==> src/rtl/mem_row_mover_pkg.sv <==
// mem_row_mover_pkg: shared widths, FSM state encoding and job record for the row mover.
package mem_row_mover_pkg;
  localparam int CHWIDTH = 6;
  localparam int ADDRWIDTH = 17;
  localparam int COLWIDTH = 4;
  localparam int DWIDTH = 64;
  function automatic int beats(input int colw);
    return 1 << colw;
  endfunction
  localparam int BEATS = beats(COLWIDTH);
  typedef enum logic [2:0] {IDLE, AL_CMD, AL_WAIT, AL_WR, WB_RD, WB_CAP, WB_CMD, DONE} state_t;
  typedef struct packed {
    logic wb;
    logic [CHWIDTH-1:0] crow;
    logic [ADDRWIDTH-1:0] row;
  } job_t;
endpackage

==> src/rtl/mem_row_mover_if.sv <==
// mem_row_mover_if: MEMSync job handshake, cache SRAM port and backing-store port.
interface mem_row_mover_if;
  import mem_row_mover_pkg::*;
  logic req_valid, req_wb, req_ready, sync, busy;
  logic [CHWIDTH-1:0] req_crow;
  logic [ADDRWIDTH-1:0] req_row;
  logic ca_en, ca_we;
  logic [CHWIDTH+COLWIDTH-1:0] ca_addr;
  logic [DWIDTH-1:0] ca_wdata, ca_rdata;
  logic bs_cmd_valid, bs_cmd_ready, bs_cmd_we, bs_rsp_valid;
  logic [ADDRWIDTH+COLWIDTH-1:0] bs_cmd_addr;
  logic [DWIDTH-1:0] bs_cmd_wdata, bs_rsp_data;
  modport master (
    output req_valid, req_wb, req_crow, req_row, ca_rdata, bs_cmd_ready, bs_rsp_valid, bs_rsp_data,
    input req_ready, sync, busy, ca_en, ca_we, ca_addr, ca_wdata, bs_cmd_valid, bs_cmd_we, bs_cmd_addr, bs_cmd_wdata
  );
  modport slave (
    input req_valid, req_wb, req_crow, req_row, ca_rdata, bs_cmd_ready, bs_rsp_valid, bs_rsp_data,
    output req_ready, sync, busy, ca_en, ca_we, ca_addr, ca_wdata, bs_cmd_valid, bs_cmd_we, bs_cmd_addr, bs_cmd_wdata
  );
endinterface

==> src/rtl/mem_row_mover.sv <==
// mem_row_mover: moves one cache row to/from the backing store a beat at a time, pulsing sync when done.
module mem_row_mover
  import mem_row_mover_pkg::*;
(
  input logic clk,
  input logic rst_n,
  mem_row_mover_if.slave bus
);
  state_t r_state, w_next;
  job_t r_job;
  logic [COLWIDTH-1:0] r_col;
  logic [DWIDTH-1:0] r_data;
  logic w_last;
  assign w_last = r_col == COLWIDTH'(BEATS - 1);
  always_ff @(posedge clk or negedge rst_n) begin
    if (!rst_n) begin
      r_state <= IDLE;
      r_job <= '0;
      r_col <= '0;
      r_data <= '0;
    end else begin
      r_state <= w_next;
      if (r_state == IDLE && bus.req_valid) begin
        r_job <= {bus.req_wb, bus.req_crow, bus.req_row};
        r_col <= '0;
      end
      if (r_state == AL_WAIT && bus.bs_rsp_valid) r_data <= bus.bs_rsp_data;
      if (r_state == WB_CAP) r_data <= bus.ca_rdata;
      if ((r_state == AL_WR || (r_state == WB_CMD && bus.bs_cmd_ready)) && !w_last) r_col <= r_col + 1'b1;
      if (r_state == DONE) r_col <= '0;
    end
  end
  // Moore decode: every output depends only on state and registered job/col/data
  always_comb begin
    w_next = r_state;
    case (r_state)
      IDLE:    w_next = bus.req_valid ? (bus.req_wb ? WB_RD : AL_CMD) : IDLE;
      AL_CMD:  w_next = bus.bs_cmd_ready ? AL_WAIT : AL_CMD;
      AL_WAIT: w_next = bus.bs_rsp_valid ? AL_WR : AL_WAIT;
      AL_WR:   w_next = w_last ? DONE : AL_CMD;
      WB_RD:   w_next = WB_CAP;
      WB_CAP:  w_next = WB_CMD;
      WB_CMD:  w_next = bus.bs_cmd_ready ? (w_last ? DONE : WB_RD) : WB_CMD;
      DONE:    w_next = IDLE;
      default: w_next = IDLE;
    endcase
    bus.req_ready = r_state == IDLE;
    bus.busy = r_state != IDLE;
    bus.sync = r_state == DONE;
    bus.ca_en = r_state == AL_WR || r_state == WB_RD;
    bus.ca_we = r_state == AL_WR;
    bus.ca_addr = {r_job.crow, r_col};
    bus.ca_wdata = r_data;
    bus.bs_cmd_valid = r_state == AL_CMD || r_state == WB_CMD;
    bus.bs_cmd_we = r_state == WB_CMD;
    bus.bs_cmd_addr = {r_job.row, r_col};
    bus.bs_cmd_wdata = r_data;
  end
endmodule
==> src/flat_wrapper.sv <==
// flat-port wrapper written by rule: the top's interface ports become plain ports
module mem_row_mover_flat import mem_row_mover_pkg::*;
  (clk, rst_n, bus_req_valid, bus_req_wb, bus_req_crow, bus_req_row, bus_ca_rdata, bus_bs_cmd_ready, bus_bs_rsp_valid, bus_bs_rsp_data, bus_req_ready, bus_sync, bus_busy, bus_ca_en, bus_ca_we, bus_ca_addr, bus_ca_wdata, bus_bs_cmd_valid, bus_bs_cmd_we, bus_bs_cmd_addr, bus_bs_cmd_wdata);
  mem_row_mover_if bus_i ();
  input logic clk;
  input logic rst_n;
  input wire logic [$bits(bus_i.req_valid)-1:0] bus_req_valid;
  input wire logic [$bits(bus_i.req_wb)-1:0] bus_req_wb;
  input wire logic [$bits(bus_i.req_crow)-1:0] bus_req_crow;
  input wire logic [$bits(bus_i.req_row)-1:0] bus_req_row;
  input wire logic [$bits(bus_i.ca_rdata)-1:0] bus_ca_rdata;
  input wire logic [$bits(bus_i.bs_cmd_ready)-1:0] bus_bs_cmd_ready;
  input wire logic [$bits(bus_i.bs_rsp_valid)-1:0] bus_bs_rsp_valid;
  input wire logic [$bits(bus_i.bs_rsp_data)-1:0] bus_bs_rsp_data;
  output wire logic [$bits(bus_i.req_ready)-1:0] bus_req_ready;
  output wire logic [$bits(bus_i.sync)-1:0] bus_sync;
  output wire logic [$bits(bus_i.busy)-1:0] bus_busy;
  output wire logic [$bits(bus_i.ca_en)-1:0] bus_ca_en;
  output wire logic [$bits(bus_i.ca_we)-1:0] bus_ca_we;
  output wire logic [$bits(bus_i.ca_addr)-1:0] bus_ca_addr;
  output wire logic [$bits(bus_i.ca_wdata)-1:0] bus_ca_wdata;
  output wire logic [$bits(bus_i.bs_cmd_valid)-1:0] bus_bs_cmd_valid;
  output wire logic [$bits(bus_i.bs_cmd_we)-1:0] bus_bs_cmd_we;
  output wire logic [$bits(bus_i.bs_cmd_addr)-1:0] bus_bs_cmd_addr;
  output wire logic [$bits(bus_i.bs_cmd_wdata)-1:0] bus_bs_cmd_wdata;
  assign bus_i.req_valid = bus_req_valid;
  assign bus_i.req_wb = bus_req_wb;
  assign bus_i.req_crow = bus_req_crow;
  assign bus_i.req_row = bus_req_row;
  assign bus_i.ca_rdata = bus_ca_rdata;
  assign bus_i.bs_cmd_ready = bus_bs_cmd_ready;
  assign bus_i.bs_rsp_valid = bus_bs_rsp_valid;
  assign bus_i.bs_rsp_data = bus_bs_rsp_data;
  assign bus_req_ready = bus_i.req_ready;
  assign bus_sync = bus_i.sync;
  assign bus_busy = bus_i.busy;
  assign bus_ca_en = bus_i.ca_en;
  assign bus_ca_we = bus_i.ca_we;
  assign bus_ca_addr = bus_i.ca_addr;
  assign bus_ca_wdata = bus_i.ca_wdata;
  assign bus_bs_cmd_valid = bus_i.bs_cmd_valid;
  assign bus_bs_cmd_we = bus_i.bs_cmd_we;
  assign bus_bs_cmd_addr = bus_i.bs_cmd_addr;
  assign bus_bs_cmd_wdata = bus_i.bs_cmd_wdata;
  mem_row_mover u_core (.clk(clk), .rst_n(rst_n), .bus(bus_i));
endmodule
==> config.mk <==
export PLATFORM = sky130hd
export DESIGN_NAME = mem_row_mover_flat
export DESIGN_NICKNAME = d
export VERILOG_FILES = /design/src/rtl/mem_row_mover_pkg.sv /design/src/rtl/mem_row_mover_if.sv /design/src/rtl/mem_row_mover.sv /design/src/flat_wrapper.sv
export SDC_FILE = /design/constraint.sdc
export NUM_CORES = 1
export LEC_CHECK = 0
export CORE_AREA = 2 2 124 126
export DETAILED_ROUTE_END_ITERATION = 10
export DIE_AREA = 0 0 126 128
export PLACE_DENSITY = 0.82
export SYNTH_ARGS = -nofsm -noshare
export SYNTH_HDL_FRONTEND = slang
export SYNTH_SLANG_ARGS = --single-unit
==> constraint.sdc <==
create_clock -name clk -period 2.1 [get_ports clk]
set_clock_uncertainty 0.1 [all_clocks]
set_input_delay 0.315 -clock clk [delete_from_list [all_inputs] [get_ports clk]]
set_output_delay 0.315 -clock clk [all_outputs]
set_load 0.02 [all_outputs]
==> results_dict.tcl <==
set metrics [dict create \
    endpoint "bus_busy" \
    rsz0062_at_grt "no" \
    met1_length_um 5590 \
    start_util_pct 32.2 \
    synth_edf_count 0 \
    yosysSeqAreaShare_pct 49.1 \
    synth_cells 454 \
    crit_arrival_ps 1540 \
    synth_commonest_cells "dfrtp_1 (94), buf_4 (80), nand2_1 (69), mux2i_1 (64), o21ai_0 (64)" \
    crit_type "register to output port" \
    wirelength_um 14300 \
    n_antenna_cell 0 \
    start_kind "register" \
    dp_hpwl_um 10800 \
    cts.sinks 94 \
    clock_latency_ps 350 \
    ioPinCount 323 \
    fmax_mhz 511 \
    cp-startpoint "u_core.r_state[1]" \
    seq_power_share_pct 26.9 \
    r2r_cells 5 \
    r2r-end "u_core.bus.bs_cmd_wdata[3]" \
    top_layer "met4" \
    syn-cell-area_um2 4790 \
    syn_to_final_growth_pct 69.1 \
    grt.overflow.total 0 \
    via_per_inst 4.62 \
    vias 4190 \
    drt-initial-drc-count 134 \
    gp_congestion 0.824 \
    firstDrtPassIters 4 \
    setup_tns_ps 0 \
    core_area_um2 14900 \
    h-tree-depth 3 \
    final_nets 872 \
    route.met3.wl_um 992 \
    ys_seq_elements 94 \
    grt_pass1_wl_um 22500 \
    worstPathMaxFanout 8 \
    critPathCaptureType "output port" \
    dpl_cell_area_um2 7750 \
    antenna_found_initial 0 \
    dpl_worst_slack_ps 137 \
    clk_pin_slew_ps 80 \
    yosys_warnings 0 \
    synth_area_per_cell_um2 10.6 \
    synth_fp_nets 612 \
    die_h_um 128 \
    yosys.area.top_type "dfrtp_1" \
    grt_pass1_vias 4350 \
    ant_nets 0 \
    final_cell_area_um2 8100 \
    synth_top_area_share_pct 49.1 \
    relSlewSlack_pct 68.0 \
    intPower_mw 7.45 \
    vdd_ir_drop_max_v 0.000722 \
    post_drt_wl_per_cell_um 15.7 \
    setup_viol 0 \
    min_path_type "input port to async pin" \
    clockBufferDepth 2 \
    tritoncts "done" \
    drive_above_1_share_pct 9.74 \
    grt_max_degree 129 \
    drc 0 \
    p_switching_mw 5.51 \
    dr_wl_met2_um 7330 \
    async_flop_share_pct 100 \
    cts_made_buffers 9 \
    r2r_start "u_core.r_state[2]" \
    yosysUniqueCellTypes 33 \
    die_w_um 126 \
    p_total_mw 13.0 \
    layout_setup_ws_ps 144 \
    cts_root_buf "clkbuf_16" \
    power_density_nw_per_um2 1600 \
    worstPathRequired_ps 1680 \
    maxSlewViolCount 0 \
    yosysMostFrequentCell "dfrtp_1" \
    switching_share_pct 42.5 \
    status "finished clean" \
    hold_viol 0 \
    fin_crit_ps 1960 \
    synth_area_leaders "dfrtp_1 (49%), mux2i_1 (13%), buf_4 (13%), o21ai_0 (6.7%), mux2_2 (5.4%)" \
    cellLeakagePower_nw 3.74 \
    drv_cap 0 \
    die_area_um2 16100 \
    filler_cell_count 1318 \
    reg2reg_slack_ps 180 \
    rows 45 \
    io_buffers 322 \
    power_frac_comb_pct 60.7 \
    grt_use_total_pct 17.7 \
    post-route-period-util_pct 93.2 \
    worst_pin_slew_ps 479 \
    synthFlopType "dfrtp_1" \
    clkPwrFrac_pct 12.4 \
]
[kinds of logic after synthesis]
kind of cell	synth area share, %
compound gates	9.35
simple gates	8.31
fa+ha+maj	0.261
mux	18.8
buf+inv	14.2
flops	49.1
[final cells by class]
cell class              instances  area, um^2  share of cell area, %
repair buffers                344        3440                   42.5
flip-flops and latches         94        2360                   29.1
multi-input cells             261        1760                   21.8
well taps                     188         235                   2.90
clock buffers                   9         225                   2.78
clock inverters                 7        62.6                  0.772
inverters                       4        15.0                  0.185
[stage by stage]
step	cells	hold WS (ps)	util [%]
3_3_place_gp	883	146	52.1
3_5_place_dp	883	148	52.1
4_1_cts	907	306	54.5
6_report	907	311	54.5
2_1_floorplan	454	-80.6	-
5_1_grt	907	330	54.5
[registers in the layout, summed over array words and instances, names as in the netlist]
register,count
u_core.bus.bs_cmd_wdata,64
u_core.bus.bs_cmd_addr,17
u_core.bus.ca_addr,6
u_core.r_col,4
u_core.r_state,3
[cells in the final DEF, fill, tap and decap left out, types with 2 or more instances in the layout]
master,instances
clkdlybuf4s50_1,314
dfrtp_1,91
nand2_1,69
o21ai_0,64
mux2i_1,64
mux2_2,23
buf_4,17
clkbuf_16,9
nor2_1,7
dlygate4sd2_1,5
buf_12,5
nand3_1,4
a21oi_1,4
inv_1,4
inv_6,4
o21ai_1,3
dfrtp_2,3
nor3b_1,2
a211o_1,2
[worst max-delay path, cell delays in order (launching register included)]
cell	delay [ps]
dfrtp_2	460
buf_4	160
nor3_2	200
inv_1	70
dlygate4sd2_1	320
[per-layer routing]
layer / global-route usage (%) / vias to the layer above
li1: - / 1999
met1: 20.6 / 1966
met2: 31.2 / 199
met3: 4.13 / 26
met4: 7.37 / 0
met5: 0 / -
[power by group through the flow]
stage               clock network [mW]  logic, mW  registers, mW
global route                      1.74       8.40           3.63
finish                            1.61       7.86           3.49
detailed placement                   0       7.83           3.53
CTS                               1.66       7.93           3.50
global placement                     0       7.70           3.52
floorplan                            0       3.85           4.37
[how the worst min path moves through the flow]
stage                                 endpoint  start  depth (start not counted)
floorplan           u_core.bus.bs_cmd_addr[10]  rst_n                          0
global placement             u_core.r_state[0]  rst_n                          1
detailed placement           u_core.r_state[0]  rst_n                          1
CTS                 u_core.bus.bs_cmd_addr[20]  rst_n                          2
global route             u_core.bus.ca_addr[4]  rst_n                          2
finish              u_core.bus.bs_cmd_addr[20]  rst_n                          2
[timing repair]
action | in CTS | in global routing
setup endpoints to repair | 7 | 2
endpoints found under the hold margin | 21 | 0
setup buffers | 7 | 0
hold buffers | 1 | 0
resized for setup | 11 | 2
(Power assumes the default switching activity.)
==> edit: new RTL, config.mk and constraints unchanged <==
Encoding of `state_t`: now one-hot (8 bits for 8 states).
--- a/src/rtl/mem_row_mover_pkg.sv
+++ b/src/rtl/mem_row_mover_pkg.sv
@@ -8,7 +8,7 @@
     return 1 << colw;
   endfunction
   localparam int BEATS = beats(COLWIDTH);
-  typedef enum logic [2:0] {IDLE, AL_CMD, AL_WAIT, AL_WR, WB_RD, WB_CAP, WB_CMD, DONE} state_t;
+  typedef enum logic [7:0] {IDLE = 8'b00000001, AL_CMD = 8'b00000010, AL_WAIT = 8'b00000100, AL_WR = 8'b00001000, WB_RD = 8'b00010000, WB_CAP = 8'b00100000, WB_CMD = 8'b01000000, DONE = 8'b10000000} state_t;
   typedef struct packed {
     logic wb;
     logic [CHWIDTH-1:0] crow;
Behaviour: no difference found for any inputs over 10 cycles, from zero or initial values and one cycle with rst_n low; not proved beyond that.
==> edit against the unedited design <==
The run now ends with negative setup slack left. Sequential cell count rose by 5. Routed wire length up 17%. Die area is the same. Clock power up 9%. Cell area is 12% higher. Power decreased by 1.4%. Critical path depth up 3. Area after synthesis grew 7.9%. Worst setup slack got worse by 270 ps.
==> edit: results (changes against the unedited design) <==
[layout]
finalNonFillerCells=878  ; -3.2%
nets=843  ; -3.3%
layout-drive-gt1-share=0.313  ; +0.216

[global_routing]
grt_max_degree=55  ; -57%
grt_usage=0.180  ; +0.00385
grt_pass1_wl_mm=22.9  ; +1.4%

[synth]
avgSynthCellArea_um2=13.3  ; +26%
ys_seq_area_frac=0.480  ; -0.0113
ys_top_cells_by_count=mux2_2 (124), dfrtp_1 (98), buf_4 (75), mux2_1 (28)
syn-num-nets=547  ; -11%

[place]
place_congestion=0.801  ; -2.8%
dp_hpwl_mm=11.8  ; +9.1%
dpl_cell_area_um2=8260  ; +6.6%

[run_status]
violations=negative setup slack
outcome=complete, but fails checks

[timing]
fin_ws_ps=-131  ; -274 ps
tns_ps=-5860  ; -5860 ps
setup-violations-final=67  ; +67

[worst_setup_path]
r2r_cells=7  ; +2
crit_arrival_ps=2350  ; +810 ps
cp_max_fo=9  ; +1

[detailed_routing]
detail_route.wirelength_mm=16.6  ; +17%
drtIter0Drc=90  ; -33%
vias=4101  ; -2.1%

[power]
switching_power_mw=4.84  ; -12%
p_leak_nw=3.91  ; +4.4%
worst_ir_drop_vdd_mv=0.986  ; +36%

edit: cell types whose count changed after synthesis, sizes merged, moves of 2 or more:
cell    change
mux2      +129
clkbuf      -2
inv         +4
nor4        +2
mux2i      -64
o31a        -2
o21ai      -64
dfrtp       +4
a21oi       -4
buf        -10
nand4b      +5
nand2      -61
nand3       +2
edit: what timing repair did:
item                       in CTS  in global routing
pin swaps                       0                  6
setup endpoints to repair      71                 71
resized for setup              29                 56
hold endpoints to repair       35                  0
gates cloned                    0                  8
setup buffers                   4                  8
hold buffers                    1                  0
edit: cell families (layout without fill, tap and decap cells):
kind of cell,Yosys count,after routing,synth area share
mux,152,152,0.331
flops,99,99,0.480
buf+inv,91,392,0.125
simple gates,35,35,0.0453
compound gates,11,11,0.0165
fa+ha+maj,1,1,0.00242
edit: final timing paths:
check,start,end,slack [ps]
max,u_core.r_state[1],u_core.bus.bs_cmd_wdata[7],-130
min,rst_n,u_core.r_col[0],390
max reg2reg,u_core.r_state[1],u_core.bus.bs_cmd_wdata[7],-130
min reg2reg,u_core.bus.ca_addr[9],u_core.bus.ca_addr[9],410
max in group asynchronous,rst_n,u_core.bus.bs_cmd_wdata[2],860
min in group clk,u_core.bus.ca_addr[9],u_core.bus.ca_addr[9],410
edit: layer usage:
layer | track usage | vias up | part of all wire
met5 | 0 | - | 0
met4 | 0.0504 | 0 | 0.014
met3 | 0.0609 | 14 | 0.085
met2 | 0.329 | 192 | 0.53
met1 | 0.201 | 2003 | 0.37
li1 | - | 1892 | -
edit: final cells by class:
type	count	area, um2
clock inverters	4	73.8
inverters	8	30.0
repair buffers	368	3750
flip-flops and latches	99	2480
clock buffers	12	246
multi-input cells	199	2240
well taps	188	235
fillers	1167	5800
edit: worst max-delay path, cell delays in order (launching register included):
cell and delay (ps):
dfrtp_2 430, nor4_4 320, buf_4 200, nand4b_4 120
buf_12 180, clkbuf_16 170, mux2_1 320, mux2_2 270
edit: power groups by stage:
stage	Clock, mW	Sequential (mW)	Combinational [mW]
floorplan	0	4.48	3.06
global placement	0	3.54	7.03
detailed placement	0	3.58	7.12
CTS	1.82	3.58	7.18
global route	1.89	3.71	7.79
finish	1.76	3.58	7.45
